**src/rtl/mode1_fetch_pkg.sv**
```systemverilog
// rtl/mode1_fetch_pkg.sv - shared widths, latency and FSM encoding for the mode1 fetch sequencer
package mode1_fetch_pkg;

  localparam int DATAWIDTH = 16;
  localparam int AWIDTH    = 8;
  localparam int PIPE_LAT  = 3;

  // One extra bit so a full 2^AWIDTH-line vector is representable
  localparam int CNTW      = AWIDTH + 1;
  localparam int DRAINW    = $clog2(PIPE_LAT + 1);

  typedef enum logic [1:0] {
    ST_IDLE  = 2'd0,
    ST_FETCH = 2'd1,
    ST_DRAIN = 2'd2,
    ST_DONE  = 2'd3
  } state_e;

endpackage

```
**src/rtl/mode1_fetch.sv**
```systemverilog
// rtl/mode1_fetch.sv - streams N SRAM lines into the mode1 max tree and latches the vector max
module mode1_fetch
  import mode1_fetch_pkg::*;
(
  input  logic                   clk,
  input  logic                   reset,
  input  logic                   start,
  input  logic [AWIDTH-1:0]      start_addr,
  input  logic [AWIDTH-1:0]      end_addr,
  output logic [AWIDTH-1:0]      mem_addr,
  output logic                   mem_rd_en,
  input  logic [4*DATAWIDTH-1:0] mem_rdata,
  output logic [DATAWIDTH-1:0]   inp0,
  output logic [DATAWIDTH-1:0]   inp1,
  output logic [DATAWIDTH-1:0]   inp2,
  output logic [DATAWIDTH-1:0]   inp3,
  output logic                   mode1_run,
  output logic                   max_clr,
  input  logic [DATAWIDTH-1:0]   max_in,
  output logic [DATAWIDTH-1:0]   max_out,
  output logic                   busy,
  output logic                   done,
  output logic                   err
);

  state_e                 state_q, state_d;
  logic [AWIDTH-1:0]      mem_addr_q, mem_addr_d;
  logic [CNTW-1:0]        rem_q, rem_d;
  logic [DRAINW-1:0]      drain_q, drain_d;
  logic                   rd_en_q, rd_en_d;
  logic                   run_q, run_d;
  logic                   clr_q, clr_d;
  logic                   busy_q, busy_d;
  logic                   done_q, done_d;
  logic                   err_q, err_d;
  logic [DATAWIDTH-1:0]   max_out_q, max_out_d;

  // Next-state and next-output logic; pulse outputs default low every cycle
  always_comb begin
    state_d    = state_q;
    mem_addr_d = mem_addr_q;
    rem_d      = rem_q;
    drain_d    = drain_q;
    rd_en_d    = rd_en_q;
    run_d      = rd_en_q;
    clr_d      = 1'b0;
    busy_d     = busy_q;
    done_d     = 1'b0;
    err_d      = 1'b0;
    max_out_d  = max_out_q;
    case (state_q)
      ST_IDLE: begin
        if (start) begin
          if (end_addr >= start_addr) begin
            state_d    = ST_FETCH;
            mem_addr_d = start_addr;
            rem_d      = CNTW'(end_addr) - CNTW'(start_addr) + CNTW'(1);
            rd_en_d    = 1'b1;
            clr_d      = 1'b1;
            busy_d     = 1'b1;
          end else begin
            err_d = 1'b1;
          end
        end
      end
      ST_FETCH: begin
        // rem_q counts reads still to issue, including the one in this cycle
        if (rem_q == CNTW'(1)) begin
          rd_en_d = 1'b0;
          rem_d   = '0;
          drain_d = '0;
          state_d = ST_DRAIN;
        end else begin
          mem_addr_d = mem_addr_q + AWIDTH'(1);
          rem_d      = rem_q - CNTW'(1);
        end
      end
      ST_DRAIN: begin
        // The first DRAIN cycle carries the last mode1_run; the tree result settles PIPE_LAT later
        if (drain_q == DRAINW'(PIPE_LAT)) begin
          max_out_d = max_in;
          busy_d    = 1'b0;
          done_d    = 1'b1;
          state_d   = ST_DONE;
        end else begin
          drain_d = drain_q + DRAINW'(1);
        end
      end
      ST_DONE: begin
        state_d = ST_IDLE;
      end
      default: begin
        state_d = ST_IDLE;
      end
    endcase
  end

  // State and registered outputs; synchronous reset clears everything
  always_ff @(posedge clk) begin
    if (reset) begin
      state_q    <= ST_IDLE;
      mem_addr_q <= '0;
      rem_q      <= '0;
      drain_q    <= '0;
      rd_en_q    <= 1'b0;
      run_q      <= 1'b0;
      clr_q      <= 1'b0;
      busy_q     <= 1'b0;
      done_q     <= 1'b0;
      err_q      <= 1'b0;
      max_out_q  <= '0;
    end else begin
      state_q    <= state_d;
      mem_addr_q <= mem_addr_d;
      rem_q      <= rem_d;
      drain_q    <= drain_d;
      rd_en_q    <= rd_en_d;
      run_q      <= run_d;
      clr_q      <= clr_d;
      busy_q     <= busy_d;
      done_q     <= done_d;
      err_q      <= err_d;
      max_out_q  <= max_out_d;
    end
  end

  assign mem_addr  = mem_addr_q;
  assign mem_rd_en = rd_en_q;
  assign mode1_run = run_q;
  assign max_clr   = clr_q;
  assign busy      = busy_q;
  assign done      = done_q;
  assign err       = err_q;
  assign max_out   = max_out_q;

  assign inp0 = mem_rdata[0*DATAWIDTH +: DATAWIDTH];
  assign inp1 = mem_rdata[1*DATAWIDTH +: DATAWIDTH];
  assign inp2 = mem_rdata[2*DATAWIDTH +: DATAWIDTH];
  assign inp3 = mem_rdata[3*DATAWIDTH +: DATAWIDTH];

endmodule

```
**config.mk**
```make
export PLATFORM = sky130hd
export DESIGN_NAME = mode1_fetch
export DESIGN_NICKNAME = d
export VERILOG_FILES = /design/src/rtl/mode1_fetch_pkg.sv /design/src/rtl/mode1_fetch.sv
export SDC_FILE = /design/constraint.sdc
export NUM_CORES = 1
export LEC_CHECK = 0
export CORE_MARGIN = 2
export CORE_UTILIZATION = 41
export DETAILED_ROUTE_END_ITERATION = 6
export PLACE_DENSITY = 0.88
export REMOVE_ABC_BUFFERS = 1
export SYNTH_ARGS = -nofsm -noshare
export SYNTH_HDL_FRONTEND = slang
export SYNTH_SLANG_ARGS = --single-unit
```
**constraint.sdc**
```tcl
create_clock -name clk -period 7.3 [get_ports clk]
set_clock_uncertainty 0.1 [all_clocks]
set_input_delay 1.46 -clock clk [delete_from_list [all_inputs] [get_ports clk]]
set_output_delay 1.46 -clock clk [all_outputs]
set_load 0.005 [all_outputs]
```
==> results.yml <==
final_layout:
  finalNetCount: 526
  fin_util_pct: 47.1
  num_antenna_cells: 0
  area_growth_pct: 10.2
  drive_gt1_share_pct: 4.25
  fill_cells: 705
routing:
  drc: 0
  ant_nets: 0
  wire_per_inst_um: 23.7
  drt-initial-drc-count: 226
  vias: 2862
  post_drt_via_cell_ratio: 5.74
  drt_wl_total_um: 11800
  drt-pass1-iter-count: 4
timing:
  tightest_slew_ps: 946
  rsz0062_at_grt: "false"
  relSlewSlack_pct: 36.5
  drv_slew: 0
  fmax_mhz: 237
  fin_crit_sh_pct: 57.7
  setup_tns_ps: 0
  post-route-min-period_ps: 4210
  finalHoldViolCount: 0
  setup-violations-final: 0
critical_path:
  critical_path_class: "in -> reg"
  max_stage_delay_ps: 690
  crit_fanout: 16
  crit_path_end_kind: "register"
  crit_path_top_delay_cell: "or2_0"
  crit_path_start_kind: "primary input"
  arrival_ps: 4340
  cp.required_ps: 7420
  path_cells: "clkdlybuf4s50_1 > inv_1 > ha_1 > fa_1 > nor2_1 > o21ai_2 > a211oi_2 > or2_0 > o21ai_0 > a31oi_1"
cts:
  cts.sinks: 43
  tritoncts: "done"
  ctsResizeCount: 0
  clock_latency_ps: 300
  cts_max_path_buffers: 2
  cts_root_buffer: "clkbuf_8"
  cts.clk_slew.worst_paths_ps: 90
  cts_buffers: 5
  post_cts_buffers: 0
  htreeDepth: 2
  ctsHoldBuffers: 0
die:
  fp.dieW_um: 91.4
  ios: 193
  coreArea_um2: 7330
  start_util_pct: 42.8
  dieArea_um2: 8360
  num_rows: 31
  die_h_um: 91.4
synthesis:
  yosys_warnings: 0
  synth_edf_count: 0
  yosys-top-cells-area: "dfxtp_1 27%, buf_4 15%, ha_1 9.6%, a21oi_1 6.5%, nand2_1 6.3%"
  yosysTopAreaCell: "dfxtp_1"
  syn_area_um2: 3130
  yosysSeqAreaShare_pct: 27.5
  ys_ff_latch: 43
  yosys.area.top_type_share_pct: 27.5
  syn_inst: 406
  syn_avg_cell_area_um2: 7.72
  yosysUniqueCellTypes: 51
  synthFlopType: "dfxtp_1"
  ys_async_sr_fraction_pct: 0
place:
  dpl.hpwl_um: 9740
  portBuffers: 64
  gp_congestion: 0.908
pwr:
  irDropWorstVdd_uv: 173
  power_frac_seq_pct: 34.5
  switching_power_uw: 370
  p_per_area_nw_per_um2: 250
  p_clk_share_pct: 18.2
  switching_share_pct: 43.0
  p_int_uw: 492
  combPwrFrac_pct: 47.3
  power.leakage_nw: 1.32
grt:
  gr-usage-all-layers_pct: 27.5
  grt_pass1_vias: 2726
  grt_max_degree: 50
  grt_antenna_before_repair: 0
  grt_pass1_wl_um: 17200
  grt_overflow_total: 0
outcome:
  outcome: "finished clean"
run:
  max_cap_violations: 0
worst_hold_path:
  min_path_type: "reg -> reg"
-- state kept, by name (all words and copies together), names as in the netlist --
name / count
busy: 1
done: 1
drain_q: 2
err: 1
max_clr: 1
max_out: 16
mem_addr: 8
mem_rd_en: 1
mode1_run: 1
rem_q: 9
state_q: 2
-- area by class of cell --
cell class / instances / area (um^2) / share of cell area [%]
inverters: 23 / 86.3 / 2.50
well taps: 99 / 124 / 3.59
multi-input cells: 261 / 1650 / 47.7
clock buffers: 5 / 68.8 / 1.99
flip-flops and latches: 43 / 861 / 24.9
clock inverters: 3 / 20.0 / 0.580
repair buffers: 65 / 648 / 18.8
-- Yosys cell counts (2+ instances only) --
library cell,n
o22ai_1,4
a211oi_1,3
a31oi_1,5
o311ai_0,2
o31ai_1,2
a32oi_1,3
nor2_2,2
o21ai_0,17
nor3_1,10
dfxtp_1,43
and3_1,4
o32ai_1,4
nand3_1,6
inv_1,22
nor2_1,24
nor2b_1,6
nand4b_1,3
nand2_1,53
and2_1,4
fa_1,4
nor4_1,3
a21o_1,4
or2_2,2
buf_4,64
xor2_1,4
a41oi_1,2
clkbuf_1,12
a21oi_1,41
buf_2,2
nand4_1,5
ha_1,24
nand2b_1,3
-- worst max-delay path: cells and delay by family --
kind            cells  cell delay, ps
fa+ha+maj           2             610
simple gates        2             830
compound gates      4             850
buf+inv             2             580
-- metal layers --
layer	GRT usage, %	vias up	share of wire, %	routed length, um
met5	12.8	-	1.1	126
met4	3.41	4	1.1	128
met3	27.0	14	21	2480
met2	40.8	198	43	5080
met1	27.7	1315	34	4000
li1	-	1331	-	-
-- power groups by stage --
stage          registers (mW)  logic [mW]  clock network, mW
2_1_floorplan           0.295       0.274                  0
3_3_place_gp            0.300       0.387                  0
3_5_place_dp            0.301       0.399                  0
4_1_cts                 0.296       0.401              0.160
5_1_grt                 0.301       0.453              0.172
6_report                0.297       0.408              0.157
-- metrics by stage --
step           hold WS (ps)  power (mW)  instance area (um^2)  std cells  worst slack [ps]
3_5_place_dp            351       0.700                  3370        491              2850
6_report                358       0.862                  3450        499              3090
5_1_grt                 381       0.927                  3450        499              2930
3_3_place_gp            342       0.687                  3370        491              2980
4_1_cts                 361       0.857                  3450        499              3140
2_1_floorplan           347       0.568                  2590        327              3810
-- final timing paths --
path | startpoint | end | slack [ps] | cells after the start
setup / recovery | start_addr[2] | mem_addr[7] | 3090 | 10
hold / removal | max_out[9] | max_out[9] | 360 | 2
hold reg to reg | max_out[9] | max_out[9] | 360 | 2
setup reg to reg | state_q[1] | rem_q[6] | 4030 | 8
-- cell usage in the layout (no fill, tap or decap), types with 3 or more instances in the layout --
cell type / count
clkdlybuf4s50_1: 64
nand2_1: 53
dfxtp_1: 43
a21oi_1: 41
nor2_1: 24
ha_1: 24
inv_1: 22
o21ai_0: 17
nor3_1: 10
nor2b_1: 6
nand3_1: 6
nand4_1: 5
a31oi_1: 5
clkbuf_8: 5
xor2_1: 4
o22ai_1: 4
o32ai_1: 4
and2_1: 4
a21o_1: 4
and3_1: 4
fa_1: 4
a211oi_1: 3
nor4_1: 3
a32oi_1: 3
nand2b_1: 3
nand4b_1: 3
-- cells by family (layout without fill, tap and decap cells) --
family | after synthesis | count (layout) | share of synthesized area [%]
mux | 1 | 1 | 0.319
flops | 43 | 43 | 27.5
xor+xnor | 5 | 5 | 1.40
fa+ha+maj | 28 | 28 | 12.1
compound gates | 98 | 98 | 19.4
buf+inv | 102 | 96 | 20.0
simple gates | 129 | 129 | 19.3
(Power assumes the default switching activity.)
